File: src/rtl/parity_decoder_module_if.sv
// ----------------------------------------------------------------------------
// parity_decoder_module_if
//
// Purpose : Groups the input and output flit handshakes of the parity decoder
//           so that the decoder and its environment connect through a single
//           port.
//
// Parameters:
//   FLIT_WIDTH  payload width in bits (multiple of 8)
//
// Signals:
//   in_flit    [FLIT_WIDTH/8+FLIT_WIDTH-1:0]  encoded flit, parity bits in MSBs
//   in_valid                                  in_flit is valid
//   in_ready                                  decoder accepts in_flit
//   out_flit   [FLIT_WIDTH-1:0]               payload, parity bits removed
//   out_valid                                 out_flit is valid
//   out_ready                                 downstream accepts out_flit
//   out_error                                 held flit failed its parity check
//
// Modports:
//   slave   the decoder's view (consumes in_*, produces out_*)
//   master  the environment's view (produces in_*, consumes out_*)
// ----------------------------------------------------------------------------
interface parity_decoder_module_if #(
    parameter int FLIT_WIDTH = 32
);
    localparam int PARITY_BITS = FLIT_WIDTH / 8;

    logic [PARITY_BITS+FLIT_WIDTH-1:0] in_flit;
    logic                              in_valid;
    logic                              in_ready;
    logic [FLIT_WIDTH-1:0]             out_flit;
    logic                              out_valid;
    logic                              out_ready;
    logic                              out_error;

    modport slave (
        input  in_flit,
        input  in_valid,
        output in_ready,
        output out_flit,
        output out_valid,
        input  out_ready,
        output out_error
    );

    modport master (
        output in_flit,
        output in_valid,
        input  in_ready,
        input  out_flit,
        input  out_valid,
        output out_ready,
        input  out_error
    );
endinterface

File: src/rtl/parity_decoder_module.sv
// ----------------------------------------------------------------------------
// parity_decoder_module
//
// Purpose : Checks odd parity on every payload byte of an incoming flit,
//           strips the parity bits and forwards the payload (unchanged, even
//           when erroneous) through a single valid/ready register stage.
//           Keeps sticky per-byte error flags and an OK/FAULT status.
//
// Parameters:
//   FLIT_WIDTH  payload width in bits, multiple of 8 (default 32)
//   CNT_WIDTH   width of the optional error counter (default 16)
//
// Ports:
//   clk         clock, rising edge
//   rst         synchronous reset, active-high
//   bus         parity_decoder_module_if.slave (in/out flit handshakes)
//   err_clear   single-cycle pulse clearing the sticky status
//   err_bytes   sticky per-byte parity error flags
//   err_state   0 = OK, 1 = FAULT
//   err_count   saturating count of erroneous flits
//               (only when PARITY_DECODER_ERR_COUNTER_EN is defined)
//
// Build option:
//   PARITY_DECODER_ERR_COUNTER_EN  adds the err_count port and its counter.
// ----------------------------------------------------------------------------
module parity_decoder_module #(
    parameter int FLIT_WIDTH = 32,
    parameter int CNT_WIDTH  = 16
) (
    input  logic                      clk,
    input  logic                      rst,
    parity_decoder_module_if.slave    bus,
    input  logic                      err_clear,
    output logic [FLIT_WIDTH/8-1:0]   err_bytes,
    output logic                      err_state
`ifdef PARITY_DECODER_ERR_COUNTER_EN
    ,
    output logic [CNT_WIDTH-1:0]      err_count
`endif
);
    localparam int PARITY_BITS = FLIT_WIDTH / 8;

    typedef enum logic {
        ST_OK    = 1'b0,
        ST_FAULT = 1'b1
    } err_state_e;

    // ------------------------------------------------------------------------
    // Elaboration checks
    // ------------------------------------------------------------------------
    if (FLIT_WIDTH % 8 != 0) begin : g_bad_flit_width
        $fatal(1, "parity_decoder_module: FLIT_WIDTH must be a multiple of 8");
    end

    if (CNT_WIDTH < 1) begin : g_bad_cnt_width
        $fatal(1, "parity_decoder_module: CNT_WIDTH must be at least 1");
    end

    // ------------------------------------------------------------------------
    // Parity check and handshake
    // ------------------------------------------------------------------------
    logic [PARITY_BITS-1:0] byte_err;
    logic                   flit_err;
    logic                   in_fire;
    logic                   out_fire;
    logic                   err_accept;

    // Odd parity: a byte plus its parity bit must hold an odd number of ones,
    // so an XOR of 0 over the nine bits marks the byte as bad.
    // NOTE: every variable assigned in always_comb gets a default first so no
    // path leaves it unassigned and no latch is inferred.
    always_comb begin
        byte_err = '0;
        for (int b = 0; b < PARITY_BITS; b++) begin
            byte_err[b] = ~(^{bus.in_flit[FLIT_WIDTH+b], bus.in_flit[8*b +: 8]});
        end
    end

    logic                  out_valid_q, out_valid_d;
    logic [FLIT_WIDTH-1:0] out_flit_q,  out_flit_d;
    logic                  out_error_q, out_error_d;

    // Ready only looks at the output register and downstream ready, never at
    // in_valid, so no combinational loop can form through the handshake.
    assign bus.in_ready = ~out_valid_q | bus.out_ready;

    assign flit_err   = |byte_err;
    assign in_fire    = bus.in_valid & bus.in_ready;
    assign out_fire   = out_valid_q & bus.out_ready;
    assign err_accept = in_fire & flit_err;

    // ------------------------------------------------------------------------
    // Output register stage
    // ------------------------------------------------------------------------
    always_comb begin
        out_valid_d = out_valid_q;
        out_flit_d  = out_flit_q;
        out_error_d = out_error_q;
        if (in_fire) begin
            // Covers the simultaneous in/out transfer case: the new flit
            // simply overwrites the one leaving, giving full throughput.
            out_valid_d = 1'b1;
            out_flit_d  = bus.in_flit[FLIT_WIDTH-1:0];
            out_error_d = flit_err;
        end else if (out_fire) begin
            out_valid_d = 1'b0;
        end
    end

    // ------------------------------------------------------------------------
    // Sticky status FSM and per-byte flags
    // ------------------------------------------------------------------------
    err_state_e             state_q,     state_d;
    logic [PARITY_BITS-1:0] err_bytes_q, err_bytes_d;

    // Clear is applied before the new error so a clear coinciding with an
    // erroneous acceptance leaves exactly that flit's error vector.
    always_comb begin
        state_d     = state_q;
        err_bytes_d = err_bytes_q;
        if (err_clear) begin
            state_d     = ST_OK;
            err_bytes_d = '0;
        end
        if (err_accept) begin
            state_d     = ST_FAULT;
            err_bytes_d = err_bytes_d | byte_err;
        end
    end

    // NOTE: state registers use non-blocking assignments so all flops sample
    // their _d values from the same edge regardless of block ordering.
    // NOTE: the payload register is reset as well because out_flit must read
    // zero during and after reset, not just be qualified by out_valid.
    always_ff @(posedge clk) begin
        if (rst) begin
            out_valid_q <= 1'b0;
            out_flit_q  <= '0;
            out_error_q <= 1'b0;
            state_q     <= ST_OK;
            err_bytes_q <= '0;
        end else begin
            out_valid_q <= out_valid_d;
            out_flit_q  <= out_flit_d;
            out_error_q <= out_error_d;
            state_q     <= state_d;
            err_bytes_q <= err_bytes_d;
        end
    end

    assign bus.out_valid = out_valid_q;
    assign bus.out_flit  = out_flit_q;
    assign bus.out_error = out_error_q;
    assign err_bytes     = err_bytes_q;
    assign err_state     = (state_q == ST_FAULT);

    // ------------------------------------------------------------------------
    // Optional saturating error counter
    // ------------------------------------------------------------------------
`ifdef PARITY_DECODER_ERR_COUNTER_EN
    localparam logic [CNT_WIDTH-1:0] CNT_MAX = '1;

    logic [CNT_WIDTH-1:0] err_count_q, err_count_d;
    logic [CNT_WIDTH-1:0] cnt_base;

    // Same ordering as the flags: clear first, then count, so a clear with an
    // erroneous acceptance yields 1.
    always_comb begin
        cnt_base    = err_clear ? '0 : err_count_q;
        err_count_d = cnt_base;
        if (err_accept && (cnt_base != CNT_MAX)) begin
            err_count_d = cnt_base + CNT_WIDTH'(1);
        end
    end

    always_ff @(posedge clk) begin
        if (rst) begin
            err_count_q <= '0;
        end else begin
            err_count_q <= err_count_d;
        end
    end

    assign err_count = err_count_q;
`endif

endmodule

File: src/flat_wrapper.sv
// flat-port wrapper written by rule: the top's interface ports become plain ports
module parity_decoder_module_flat 
#(
    parameter int FLIT_WIDTH = 32,
    parameter int CNT_WIDTH  = 16
)
  (clk, rst, err_clear, err_bytes, err_state, bus_in_flit, bus_in_valid, bus_in_ready, bus_out_flit, bus_out_valid, bus_out_ready, bus_out_error);
  parity_decoder_module_if #(.FLIT_WIDTH(FLIT_WIDTH)) bus_i ();
  input  logic clk;
  input  logic rst;
  input  logic err_clear;
  output logic [FLIT_WIDTH/8-1:0] err_bytes;
  output logic err_state;
  input wire logic [$bits(bus_i.in_flit)-1:0] bus_in_flit;
  input wire logic [$bits(bus_i.in_valid)-1:0] bus_in_valid;
  output wire logic [$bits(bus_i.in_ready)-1:0] bus_in_ready;
  output wire logic [$bits(bus_i.out_flit)-1:0] bus_out_flit;
  output wire logic [$bits(bus_i.out_valid)-1:0] bus_out_valid;
  input wire logic [$bits(bus_i.out_ready)-1:0] bus_out_ready;
  output wire logic [$bits(bus_i.out_error)-1:0] bus_out_error;
  assign bus_i.in_flit = bus_in_flit;
  assign bus_i.in_valid = bus_in_valid;
  assign bus_in_ready = bus_i.in_ready;
  assign bus_out_flit = bus_i.out_flit;
  assign bus_out_valid = bus_i.out_valid;
  assign bus_i.out_ready = bus_out_ready;
  assign bus_out_error = bus_i.out_error;
  parity_decoder_module #(.FLIT_WIDTH(FLIT_WIDTH), .CNT_WIDTH(CNT_WIDTH)) u_core (.clk(clk), .rst(rst), .bus(bus_i), .err_clear(err_clear), .err_bytes(err_bytes), .err_state(err_state));
endmodule
File: config.mk
export PLATFORM = sky130hd
export DESIGN_NAME = parity_decoder_module_flat
export DESIGN_NICKNAME = d
export VERILOG_FILES = /design/src/rtl/parity_decoder_module_if.sv /design/src/rtl/parity_decoder_module.sv /design/src/flat_wrapper.sv
export SDC_FILE = /design/constraint.sdc
export NUM_CORES = 1
export LEC_CHECK = 0
export BUFFER_PORTS_ARGS = -buffer_cell sky130_fd_sc_hd__buf_2
export CAP_MARGIN = 20
export CORE_MARGIN = 4
export CORE_UTILIZATION = 35
export DETAILED_ROUTE_END_ITERATION = 7
export GPL_TIMING_DRIVEN = 0
export SLEW_MARGIN = 10
export SYNTH_ARGS = -nofsm -noshare
export SYNTH_HDL_FRONTEND = slang
export SYNTH_SLANG_ARGS = --single-unit
File: constraint.sdc
create_clock -name clk -period 1.8 [get_ports clk]
set_input_delay 0.36 -clock clk [delete_from_list [all_inputs] [get_ports clk]]
set_output_delay 0.36 -clock clk [all_outputs]
set_load 0.05 [all_outputs]
==> results.md <==
- PwrDens: 991 mW/mm2
- Wire per inst: 12.3 um
- Startpoint types: primary input
- CTS clk-pin slew, worst paths: 0.07 ns
- Die height: 76.8 um
- HP Class: in -> reg
- Tcrit/Tclk final: 84.5%
- Reg2reg setup slack: 0.32 ns
- Die width: 76.8 um
- Core ar.: 0.00447 mm2
- Post-Syn Area: 0.00166 mm2
- WP depth: 6
- Sequential share of the synthesized area: 47.2%
- Hold Path Stages: 3
- H-tree levels: 2
- Synth top area cells: dfxtp_1 (47%), nand2_1 (15%), a21oi_1 (11%), xnor2_1 (8.5%), xnor3_1 (5.4%)
- PostCTS Resize Cnt: 0
- I/O pin count: 81
- Most common cell after layout, fill and taps aside: buf_2
- CP max FO: 2
- Number of synthesized register bits: 39
- Rows: 24
- # diodes: 0
- RSZ-0062 raised after global routing: no
- DR iter-0 viols: 52
- CP top delay family: XOR/XNOR gates
- Final setup vio count: 0
- Hold WS: 0.311 ns
- First-pass GRT wire length: 6.79 mm
- CTS buffer count: 5
- Number of routed nets with antenna violations: 0
- Crit path DAT: 1.68 ns
- Peak supply drop: 421 uV
- Crit-path slowest cell: xnor3_1
- Global Route Usage Sum: 14.4%
- Detail Placement HPWL: 3.14 mm
- Ys Warns: 0
- CP Cell Sequence: buf_2 > xor2_1 > xnor3_1 > xnor2_1 > nor4_2 > a211oi_2
- Worst-Skew Late Latency: 0.29 ns
- Final Net Count: 324
- Layout area overhead: 33.3%
- Root Driver: clkbuf_8
- WP buf/inv: 1
- Setup Fix Bufs, Post-CTS: 0
- Residual overflow from global routing: 0
- Area share of the largest cell type after synthesis: 47.2%
- Status: completed
- CTS Sinks: 39
- # Max-Cap Violations: 0
- DR vias: 1,505
- Period minus WS final: 1.52 ns
- Die area: 0.00589 mm2
- Fillers: 471
- Synthesized area per cell: 8.45 um2
- Vias in the first global route: 1,442
- Global placer's final weighted congestion: 0.724
- Clk_skew: 0.00279 ns
- Mapped Nets: 237
- Crit path capture type: flop
- Initial Utilization: 37.0%
- Drt total wl: 4.12 mm
- DRC violation count after routing: 0
- Distinct cells, synth: 17
- Required @ worst endpoint: 1.96 ns
- Count of pins over their slew limit: 0
- Largest net degree at the start of global routing: 12
- Clock tree buffer depth: 2
- Placed cells: 328
- Cells after Synth: 196
- Vias/cell: 4.48
- Layout Cells excl Fill: 336
- FF-to-FF path depth: 6
- Post-synth top area cell: dfxtp_1
- DRT Pass-1 Iters: 4
- Crit path largest cell delay: 0.42 ns
- Hold Violations, Final: 0
- Post-CTS Hold Buffers: 0
- Relative slew slack: 68.3%
- Layout cells sized above 1: 32.7%
- Most frequent cells in the layout: buf_2 (82), nand2_1 (65), dfxtp_1 (38), a21oi_1 (37), xnor2_1 (16)
- Antenna violations before repair: 0
- Kind of critical path: in -> reg
- CTS tree: built
- Achievable Freq: 0.658 GHz
- Leakage power: 1.05 nW
- IO Port Bufs: 80
- Least-Margin Pin Slew: 0.476 ns
[path summary, 6_finish.rpt]
path	from	to
max	bus_in_flit[19]	u_core.bus.out_error
min	bus_in_valid	u_core.bus.out_valid
max reg2reg	u_core.bus.out_valid	u_core.bus.out_flit[8]
min reg2reg	u_core.bus.out_flit[19]	u_core.bus.out_flit[19]
[cell usage after synthesis, drive strengths merged]
master / count
a211oi: 1
a21oi: 37
and2: 1
buf: 2
clkbuf: 9
dfxtp: 39
inv: 1
nand2: 65
nand2b: 1
nor2: 5
nor2b: 4
nor4: 1
o31ai: 1
or3b: 1
xnor2: 16
xnor3: 4
xor2: 8
[per-stage QoR]
stage | setup slack (ns) | utilization (%) | total power [mW] | TNS, ns | cell area, um2
CTS | 0.275 | 49.3 | 2.23 | 0 | 2210
floorplan | 0.188 | - | 1.47 | 0 | 1660
finish | 0.279 | 49.3 | 2.19 | 0 | 2210
detailed placement | -0.0252 | 47.5 | 1.65 | -0.0353 | 2120
global placement | -0.0378 | 47.5 | 1.65 | -0.0486 | 2120
global route | 0.154 | 49.3 | 2.31 | 0 | 2210
[tightest hold or removal path, delay by kind of cell]
| family | cells | cell delay, ns |
|---|---|---|
| buffers and inverters | 2 | 0.15 |
| AOI/OAI and AO/OA | 1 | 0.05 |
[routing by layer]
metal	global-route usage, %	up-vias	wire length (um)
li1	-	802	-
met5	0	-	0
met3	4.68	6	304
met2	22.2	55	1760
met4	6.52	0	78
met1	18.3	642	1990
[layout make-up]
type	instances	area, um2	area share (%)
buffer	11	43.8	1.99
clock buffer	7	76.3	3.46
clock inverter	1	5.00	0.227
inverter	1	3.75	0.170
multi-input combinational	145	830	37.6
sequential	39	782	35.5
tap	52	65.1	2.95
timing repair buffer	80	400	18.2
[sequential cells by signal (all words and copies together), names as in the netlist]
name,cells
u_core.bus.out_flit,32
u_core.err_bytes,4
u_core.bus.out_error,1
u_core.bus.out_valid,1
u_core.err_state,1
[power by group]
| group | internal [mW] | total [mW] | switching [mW] |
|---|---|---|---|
| logic | 0.227 | 0.667 | 0.440 |
| registers | 0.926 | 0.953 | 0.0271 |
| clock network | 0.272 | 0.566 | 0.294 |
| total | 1.43 | 2.19 | 0.761 |
[logic make-up (layout without fill, tap and decap cells)]
kind of cell	Yosys count	count (layout)	share of synthesized area, %
and+or+nand+nor	78	78	19.4
AOI/OAI and AO/OA	39	39	12.4
DFF	39	39	47.2
xor gates and xnor gates	28	28	18.1
buffers and inverters	12	100	2.87
(Power assumes the default switching activity.)
